### config.mk
export PLATFORM = sky130hd
export DESIGN_NAME = uart_rx
export DESIGN_NICKNAME = d
export VERILOG_FILES = /design/src/rtl/uart_rx.sv
export SDC_FILE = /design/constraint.sdc
export NUM_CORES = 1
export LEC_CHECK = 0
export CAP_MARGIN = 5
export CORE_MARGIN = 5
export CORE_UTILIZATION = 30
export CTS_CLUSTER_SIZE = 8
export DETAILED_ROUTE_END_ITERATION = 7
export GPL_ROUTABILITY_DRIVEN = 0
export PLACE_DENSITY = 0.56
export RECOVER_POWER = 25
export SLEW_MARGIN = 5
export SYNTH_ARGS = -nofsm -noshare
export SYNTH_HDL_FRONTEND = slang
export SYNTH_SLANG_ARGS = --single-unit
### constraint.sdc
create_clock -name clk -period 2.1 [get_ports clk]
set_clock_uncertainty 0.2 [all_clocks]
set_input_delay 0.315 -clock clk [delete_from_list [all_inputs] [get_ports clk]]
set_output_delay 0.315 -clock clk [all_outputs]
set_load 0.1 [all_outputs]
### src/rtl/uart_rx.sv
// 8N1 UART receiver: synchronises rx, finds the start bit's falling edge and
// samples each data bit at its centre, then presents the byte with a one-clk done pulse.
module uart_rx #(
  parameter int freq      = 100_000_000,
  parameter int baud_rate = 9600
) (
  input  logic       clk,
  input  logic       rst,
  input  logic       rx,
  output logic       done,
  output logic [7:0] rx_out
);

  localparam int CLKS_PER_BIT = freq / baud_rate + 1;
  localparam int HALF_BIT     = CLKS_PER_BIT / 2;
  localparam int CNT_W        = $clog2(CLKS_PER_BIT + 1);

  localparam logic [CNT_W-1:0] HALF_LAST = CNT_W'(HALF_BIT - 1);
  localparam logic [CNT_W-1:0] BIT_LAST  = CNT_W'(CLKS_PER_BIT - 1);

  typedef enum logic [1:0] {
    S_IDLE  = 2'd0,
    S_START = 2'd1,
    S_DATA  = 2'd2,
    S_DONE  = 2'd3
  } state_t;

  state_t           r_state;
  logic [CNT_W-1:0] r_clk_cnt;
  logic [2:0]       r_bit_idx;
  logic [7:0]       r_shift;
  logic             r_done;
  logic [7:0]       r_rx_out;
  logic             r_rx_meta;
  logic             r_rx_s;
  logic             r_rx_d;

  state_t           w_state_nxt;
  logic [CNT_W-1:0] w_clk_cnt_nxt;
  logic [2:0]       w_bit_idx_nxt;
  logic [7:0]       w_shift_nxt;
  logic             w_done_nxt;
  logic [7:0]       w_rx_out_nxt;

  assign done   = r_done;
  assign rx_out = r_rx_out;

  // Two-flop synchroniser plus one delayed copy for falling-edge detection; resets to idle-high.
  always_ff @(posedge clk or posedge rst) begin
    if (rst) begin
      r_rx_meta <= 1'b1;
      r_rx_s    <= 1'b1;
      r_rx_d    <= 1'b1;
    end else begin
      r_rx_meta <= rx;
      r_rx_s    <= r_rx_meta;
      r_rx_d    <= r_rx_s;
    end
  end

  // FSM state, counters, shift register and registered outputs.
  always_ff @(posedge clk or posedge rst) begin
    if (rst) begin
      r_state   <= S_IDLE;
      r_clk_cnt <= '0;
      r_bit_idx <= 3'd0;
      r_shift   <= 8'h00;
      r_done    <= 1'b0;
      r_rx_out  <= 8'h00;
    end else begin
      r_state   <= w_state_nxt;
      r_clk_cnt <= w_clk_cnt_nxt;
      r_bit_idx <= w_bit_idx_nxt;
      r_shift   <= w_shift_nxt;
      r_done    <= w_done_nxt;
      r_rx_out  <= w_rx_out_nxt;
    end
  end

  // Next-state logic: counters are cleared (never wrapped) at every sample point.
  always_comb begin
    w_state_nxt   = r_state;
    w_clk_cnt_nxt = r_clk_cnt;
    w_bit_idx_nxt = r_bit_idx;
    w_shift_nxt   = r_shift;
    w_done_nxt    = 1'b0;
    w_rx_out_nxt  = r_rx_out;

    case (r_state)
      S_IDLE: begin
        // Only a 1->0 transition starts a frame; a line already low is ignored.
        if (r_rx_d && !r_rx_s) begin
          w_clk_cnt_nxt = '0;
          w_state_nxt   = S_START;
        end else begin
          w_clk_cnt_nxt = '0;
        end
      end

      S_START: begin
        if (r_clk_cnt == HALF_LAST) begin
          w_clk_cnt_nxt = '0;
          if (!r_rx_s) begin
            w_bit_idx_nxt = 3'd0;
            w_state_nxt   = S_DATA;
          end else begin
            w_state_nxt   = S_IDLE;
          end
        end else begin
          w_clk_cnt_nxt = r_clk_cnt + CNT_W'(1);
        end
      end

      S_DATA: begin
        if (r_clk_cnt == BIT_LAST) begin
          w_clk_cnt_nxt          = '0;
          w_shift_nxt[r_bit_idx] = r_rx_s;
          if (r_bit_idx == 3'd7) begin
            w_state_nxt = S_DONE;
          end else begin
            w_bit_idx_nxt = r_bit_idx + 3'd1;
          end
        end else begin
          w_clk_cnt_nxt = r_clk_cnt + CNT_W'(1);
        end
      end

      S_DONE: begin
        // Whole byte is published at once so rx_out is never seen half-assembled.
        w_rx_out_nxt = r_shift;
        w_done_nxt   = 1'b1;
        w_state_nxt  = S_IDLE;
      end

      default: begin
        w_state_nxt   = S_IDLE;
        w_clk_cnt_nxt = '0;
      end
    endcase
  end

endmodule

# Word level (Yosys, flattened, before mapping)
# Cells that the tools add are included.
# word_totals
romBits	0
n_memories	0
reg_bits	39
out_inout_bits	9
inputBits	3
latch_bits	0
ramBits	0
word_cells	52
# op_classes
order_cmp	2
eq_ne	12
addsub	2
shifts	0
muxes	18
mul	0
n_reduce_logical	9
div_mod_pow	0
bitwise	0
# op_table
op	count
$pmux 14 s3	1
$mux 14	2
$add 14x1->14 const B	1
$eq 14x13->1 const B	1
$eq 14x14->1 const B	1
$mux 3	4
$ne 2x2->1 const B	6
$mux 2	5
$bwmux 8	1
$pmux 2 s4	1
$pmux 3 s2	1
$reduce_and 5->1	1
$eq 2x2->1 const B	2
$lt 3x4->1 const B	1
$reduce_and 4->1	1
$add 3x1->3 const B	1
$demux 1 s3	1
$eq 3x3->1 const B	1
$ge 3x1->1 const B	1
$reduce_bool 3->1	1
$eq 2x1->1 const B	1
$logic_and 1x1->1	2
$logic_not 2->1	1
$mux 1	2
other kinds (3)	3

# Longest topological paths before layout
# Gate-level depths: netlist (run 1).
# logic_depth
ltp_word	5
ltp_mapped	7
ltp_nobuf	6

# Worst setup path after synthesis (run 1)
# No wires, ideal clock.
# synth_timing
kind	register to register
start	register r_clk_cnt[0]
end	register r_shift[0]
t_required_ps	1775
setup_time_ps	125
path_buffers	0
period_less_slack_ps	2012
arrival_ps	1687
slack_ps	88
path_stages_with_launch	7
cell_sequence	dfrtp_1 inv_1 ha_1 and4bb_2 nand4_4 nor4_1 mux2_2
# synth_via
elab_chain_cells	2
# synth_rtl
item	line_no	source
start: declaration	29	logic [CNT_W-1:0] r_clk_cnt;
start signal: assignment	72	r_clk_cnt <= w_clk_cnt_nxt;
$eq 14x14->1	115	if (r_clk_cnt == BIT_LAST) begin
$reduce_and 2->1 (no source line)	-	
end signal: assignment	74	r_shift <= w_shift_nxt;
end: declaration	31	logic [7:0] r_shift;
# No other way between the ends.
# A chain may end at the register's enable or synchronous reset.

# Worst setup path in the final report (run 1)
# layout_timing
start	register r_clk_cnt[3]
end	register r_shift[1]
# The elaborated chain is that of the path after synthesis.

==> results of run 1 <==
routing by layer:
metal	GRT usage, %	share of wire (%)	wire length [um]	vias up
met5	0	0	0	-
met4	1.47	0.51	21	0
met3	3.46	4.2	172	2
met2	16.3	47	1940	21
met1	12.9	48	1970	710
li1	-	-	-	731
metrics by stage:
| step | setup TNS (ps) | util, % | instances |
|---|---|---|---|
| 4_1_cts | -48.3 | 37.4 | 296 |
| 6_report | -6.08 | 38.7 | 300 |
| 5_1_grt | -720 | 38.7 | 300 |
| 3_3_place_gp | 0 | 35.6 | 288 |
| 3_5_place_dp | -44.6 | 35.6 | 288 |
| 2_1_floorplan | 0 | - | 182 |
path summary, 6_finish.rpt:
path,from,end,slack [ps],depth (start not counted)
worst max-delay path,r_clk_cnt[3],r_shift[1],-6,5
worst min-delay path,r_rx_meta,r_rx_s,160,0
worst max register to register,r_clk_cnt[3],r_shift[1],-6,5
worst min register to register,r_rx_meta,r_rx_s,160,0
max in group asynchronous,rst,r_shift[0],430,3
min in group asynchronous,rst,r_clk_cnt[9],570,3
registers in the layout, indices dropped and copies added (netlist names), named ones only:
| signal | flops |
|---|---|
| r_shift | 8 |
| rx_out | 8 |
| r_rx_meta | 1 |
| r_clk_cnt | 14 |
| r_bit_idx | 3 |
| r_rx_s | 1 |
| done | 1 |
| r_rx_d | 1 |
| r_state | 1 |
repair_timing:
action	4_1_cts	5_1_grt
endpoints found under the setup margin	3	13
pin swaps	0	7
setup buffers	0	3
cloned	0	1
resized for setup	1	10
synthesized netlist by cell type:
cell type / count
nand4_2: 1
nor3_1: 8
a41oi_4: 2
or4_1: 1
nor2_1: 8
o221ai_1: 2
nor2b_1: 1
o21ai_0: 4
mux2_2: 16
a21oi_1: 3
and4b_1: 1
dfstp_2: 3
ha_1: 10
nor3_4: 1
nand4_1: 1
nand2b_1: 3
mux2i_1: 5
inv_1: 13
nand2_1: 18
or2_2: 1
a2111oi_4: 1
dfrtp_1: 36
and2_1: 4
or3_1: 4
o31ai_1: 1
o311ai_1: 1
nor3b_1: 2
and2_0: 1
and4bb_2: 3
a221oi_4: 1
nand3_1: 4
o21ai_1: 1
nand4_4: 1
and4_1: 1
clkbuf_1: 4
nor4_1: 6
o2111ai_1: 1
nor4b_1: 1
a2bb2oi_1: 1
xnor2_1: 6
where the power goes:
| group | switching (mW) | total, mW | internal (mW) |
|---|---|---|---|
| Combinational | 0.537 | 0.972 | 0.436 |
| Sequential | 0.0457 | 0.854 | 0.808 |
| Clock | 0.291 | 0.644 | 0.354 |
| Total | 0.873 | 2.47 | 1.60 |
worst register-to-register path, delay by kind of cell (launching register included):
kind / cells / cell delay [ps]
AND/OR/NAND/NOR: 3 / 770
buffers and inverters: 1 / 190
multiplexers: 1 / 360
flip-flops: 1 / 490
cells by family after synthesis:
logic type | Yosys count | share of synthesized area [%]
buf+inv | 17 | 3.07
xor+xnor | 6 | 2.53
mux | 21 | 11.1
simple gates | 71 | 20.5
flops | 39 | 47.1
fa+ha+maj | 10 | 6.02
compound gates | 18 | 9.63
layout make-up:
class	instances	area [sq um]	area share, %
Tap cell	80	100	3.82
Inverter	13	48.8	1.86
Sequential cell	39	980	37.4
Clock buffer	5	68.8	2.63
Timing Repair Buffer	33	270	10.3
Multi-Input combinational cell	127	1110	42.3
Clock inverter	3	43.8	1.67
==> results.md, run 1 <==
- Status: finished with violations
- Failing checks: setup timing
- Net Count, Synth: roughly 200
- Power Density: 944 mW/mm^2
- Die width: 93.2 um
- Worst hold path class: register to register
- Filler cells: 677
- CP top delay family: simple AND/OR/NAND/NOR gates
- Cell variety after synth: 40
- DRT iter0 DRCs: 29
- Clk pin slew, worst setup/hold paths: 80 ps
- Row cnt: 30
- Place WS: -34.2 ps
- Initial Utilization: 30.8%
- DP Wirelength: 2900 um
- Most frequent cells in the layout: 36 x dfrtp_1, 27 x buf_4, 17 x nand2_1
- Worst EP required: 2090 ps
- Initial antenna violation count: 0
- Worst Path Max Fanout: 6
- Cell area after synthesis: 0.00208 sq mm
- Die Ht: approximately 93 um
- Die area: 0.00869 sq mm
- Total Routing Usage GR: 9.93%
- Most common cell after layout, fill and taps aside: dfrtp_1
- IO Port Bufs: 11
- Worst slew pin tran: 1100 ps
- # IOs: 12
- CTS hold repair buffers: 0
- # nets final: 232
- Wire length per cell: between 10 and 15 um
- Final hold vios: 0
- Post-route setup slack: -6.08 ps
- Clk sinks: 39
- Drc violations: 0
- Vias in the first global route: 1440
- Yosys reg bits: 39
- Worst skew pair latency: 300 ps
- CTS root buf: clkbuf_8
- Final period util: 100%
- Detailed Route WL: 4110 um
- Layout cells sized above 1: 34.5%
- Critical-path cell list: nor3_4, buf_4, nand4_4, nor4_2, mux2_2
- Setup Viol. Count Final: 1
- Mean Syn Cell Area: 11.4 sq um
- Area after DPL: 0.00241 sq mm
- Critical-path top delay cell: dfrtp_1
- Max Transition Viols Final: 0
- CTS tree: yes
- Design Area, Final: 0.00262 sq mm
- Leak: 1.12 nW
- Synth area leaders: dfrtp_1 43%, mux2_2 8.7%, ha_1 6.0%
- Largest net degree at the start of global routing: 22
- H-tree Lvls: 2
- Critical Path Start Type: register
- Fmax: roughly 470 MHz
- Vias: 1464
- GR Overflow Total: 0
- CP Capture Type: register
- Sequential element share of the synthesized area: about 47%
- Synth area leader: dfrtp_1
- Peak per-stage delay on the critical path: 490 ps
- Post-synth top area share: ~43%
- Min Tclk post-route: 2110 ps
- Worst hold margin: 162 ps
- Vias per std cell: 4.88
- First-pass GRT wire length: 6930 um
- Slew HR: 26.9%
- Critical path class: register to register
- Post-Syn Instances: around 180
- Total power: between 2 and 2.5 mW
- RSZ-0062 raised after global routing: yes
- DRT Pass-1 Iters: 4
- CP bufs+invs: 1
- Worst path arrival time: 2100 ps
- Number of diodes: 0
- CTS buffer count: 5
- Max clock buf depth: 2
- Max-cap viol count: 0
- ANT nets after route: 0
- Layout area overhead: 25.9%
- Synth Warn #: 0
- Peak supply drop: 408 uV
- Core area: 0.00676 sq mm
No activity file was read; power rests on OpenSTA's default activity.
==> inputs of run 2 (changes only) <==
- ABC_AREA: unset -> 1
- TNS_END_PERCENT: unset -> 50
==> run 2 against run 1 <==
  * The flow now finishes without violations
  * Critical path type unchanged
  * Core utilization fell by 4.0 points
  * Combinational power down 7.5%
  * Maximum frequency increased by 12%
  * Worst setup slack better by 220 ps
  * Global-route usage decreased by 0.065 points
  * Flip-flop and latch count did not move
  * Area after synthesis shrank 0.72%
  * Via count is 8.6% higher
  * Wire length shrank 3.0%
  * Cell count increased by 15%
  * Sequential power is 5.5% higher
==> results.md, run 2 <==
- Status: complete, no violations
- Storage cell area: 980 sq um
- GR Overflow Total: 0
- Layout area overhead: 13.9%
- CP Depth: 8
- Critical Path Start Type: register
- DRT Pass-1 Iters: 4
- CTS buffer count: 5
- Drc violations: 0
- Max FFs per register: 14
- Synth area leaders: dfrtp_1 44%, nand2_1 8.9%, ha_1 6.1%
- Worst hold path class: register to register
- Vias in the first global route: 1522
- Synth area leader: dfrtp_1
- Post-Syn Instances: 247
- Critical path class: register to register
- Setup Viol. Count Final: 0
- Post-route setup slack: between 200 and 250 ps
- Layout cells sized above 1: between 15 and 20%
- ANT nets after route: 0
- Most frequent cells after synthesis: 49 x nand2_1, 36 x dfrtp_1, 32 x inv_1, 27 x nor2_1, 21 x nand3_1
- GRT met3 Usage: 2.84%
- Max-cap viol count: 0
- Most frequent cells in the layout: 49 x nand2_1, 36 x dfrtp_1, 32 x inv_1
- RSZ-0062 raised after global routing: no
- Net Count, Synth: 260
- Wire length per cell: 11.5 um
- Peak per-stage delay on the critical path: 450 ps
- Largest net degree at the start of global routing: 40
- Total Routing Usage GR: 9.87%
- Critical-path cell list: inv_1, ha_1, inv_1, o21ai_0, o21a_1, nand2_2, nand2_1, nand2_1
- Cell variety after synth: 27
- Worst slew pin tran: 967 ps
- Design Area, Final: 0.00235 sq mm
- Number of synthesized flops with an enable pin: 0
- Total power: 2.30 mW
- Power Density: between 900 and 1000 mW/mm^2
- Row cnt: 30
- Synth Warn #: 0
- Initial Utilization: 30.5%
- Place WS: 190 ps
- Max clock buf depth: 2
- Worst path arrival time: 1870 ps
- Met1 Usage GRT: 12.7%
- Met2 Track Usage GR: approximately 16%
- Worst EP required: 2080 ps
- Initial antenna violation count: 0
- Gr busiest metal: met2
- Peak supply drop: 356 uV
- Max Transition Viols Final: 0
- Die area: 0.00864 sq mm
- Die Ht: between 90 and 100 um
- Worst Path Max Fanout: 6
- Biggest register: r_clk_cnt
- Hold Path Depth: 0
- Detailed Route WL: 3980 um
- Vias per std cell: 4.60
- Multi-input gate area: 945 sq um
- Main synth FF type: dfrtp_1
- CTS tree: yes
- Sequential element share of the synthesized area: 47.5%
- Cell area after synthesis: 0.00206 sq mm
- CP top delay family: flip-flops
- CTS root buf: clkbuf_8
- DRT iter0 DRCs: 82
- Number of diodes: 0
- Leading cell type by number of instances after synthesis: nand2_1
- H-tree Lvls: 2
- Slew HR: 35.5%
- Final period util: between 80 and 90%
- Core area: 0.00676 sq mm
- Die width: 92.9 um
- Area after DPL: around 0.0023 sq mm
- # IOs: 12
- Final hold vios: 0
- CTS hold repair buffers: 0
- First-pass GRT wire length: 6830 um
- Worst skew pair latency: about 290 ps
- DP Wirelength: slightly below 3000 um
- Filler cells: slightly above 700
- Fmax: 531 MHz
- Cts repair resizes: 0
- Post-synth top area share: 43.7%
- IO Port Bufs: 11
- Most common cell after layout, fill and taps aside: nand2_1
- Cells on worst reg2reg path: 8
- Asr flop ratio synth: 100%
- Vias: 1590
- CP Capture Type: register
- Clk pin slew, worst setup/hold paths: approximately 80 ps
- # nets final: 278
- Leak: 1.13 nW
- Setup TNS: 0 ps
- Yosys reg bits: 39
- Postcts setup bufs: 0
- Min Tclk post-route: between 1500 and 2000 ps
- Mean Syn Cell Area: between 8 and 9 sq um
- CP bufs+invs: 2
- Critical-path top delay cell: dfrtp_1
- Clk sinks: 39
## run 2: cell count changes after synthesis, moves of 5 or more
cell     change
inv_1       +19
nand3_1     +17
a21oi_1     +12
mux2i_1      -5
nand2_1     +31
nor3_1       -7
nor4_1       -6
mux2_2      -11
nand2_2      +5
nor2_1      +19
o21ai_0     +11
## run 2: worst register-to-register path: cells and delay by family (launching register included)
family	cells	cell delay, ps
compound gates	2	390
fa+ha+maj	1	280
buf+inv	2	290
flops	1	450
simple gates	3	180
## run 2: cell type report
| cell class | instances | area share (%) |
|---|---|---|
| sequential | 39 | 41.7 |
| tap | 80 | 4.26 |
| clock inverter | 3 | 0.852 |
| timing repair buffer | 14 | 4.58 |
| clock buffer | 5 | 2.93 |
| inverter | 34 | 5.48 |
| multi-input combinational | 171 | 40.2 |
## run 2: through the flow
stage | util, % | std cells | hold WS, ps
finish | 34.8 | 346 | 159
CTS | 35.0 | 346 | 160
floorplan | - | 247 | 119
detailed placement | 33.6 | 338 | 147
global placement | 33.6 | 338 | 148
global route | 34.8 | 346 | 162
## run 2: report_power, final
part	total [mW]	leakage [nW]	internal [mW]	switching, mW
Clock	0.500	0.0402	0.231	0.269
Combinational	0.899	0.563	0.233	0.666
Sequential	0.901	0.525	0.829	0.0726
## run 2: path summary, 6_finish.rpt
check,endpoint,startpoint,slack (ps)
min in group asynchronous,rx_out[7],rst,560
min reg2reg,r_rx_s,r_rx_meta,160
max in group asynchronous,r_clk_cnt[10],rst,540
min,r_rx_s,r_rx_meta,160
max,r_bit_idx[1],r_state[0],220
max reg2reg,r_bit_idx[1],r_state[0],220
## run 2: kinds of logic after synthesis
family | after synthesis | share of synthesized area (%)
AO/OA/AOI/OAI | 34 | 8.73
XOR/XNOR | 7 | 2.97
adder cells (fa/ha/maj) | 10 | 6.06
buffers and inverters | 37 | 6.85
flip-flops | 39 | 47.5
multiplexers | 5 | 2.73
AND/OR/NAND/NOR | 115 | 25.2
## run 2: routing by layer
layer | routed length, um | vias to the layer above
met5 | 0 | -
li1 | - | 827
met4 | 66 | 0
met1 | 2000 | 732
met3 | 143 | 5
met2 | 1770 | 26
==> inputs of run 3 (changes only) <==
- CTS_CLUSTER_DIAMETER: unset -> 100
==> results of run 3 <==
The final DEF is identical to that of run 2; final timing and power are the same.
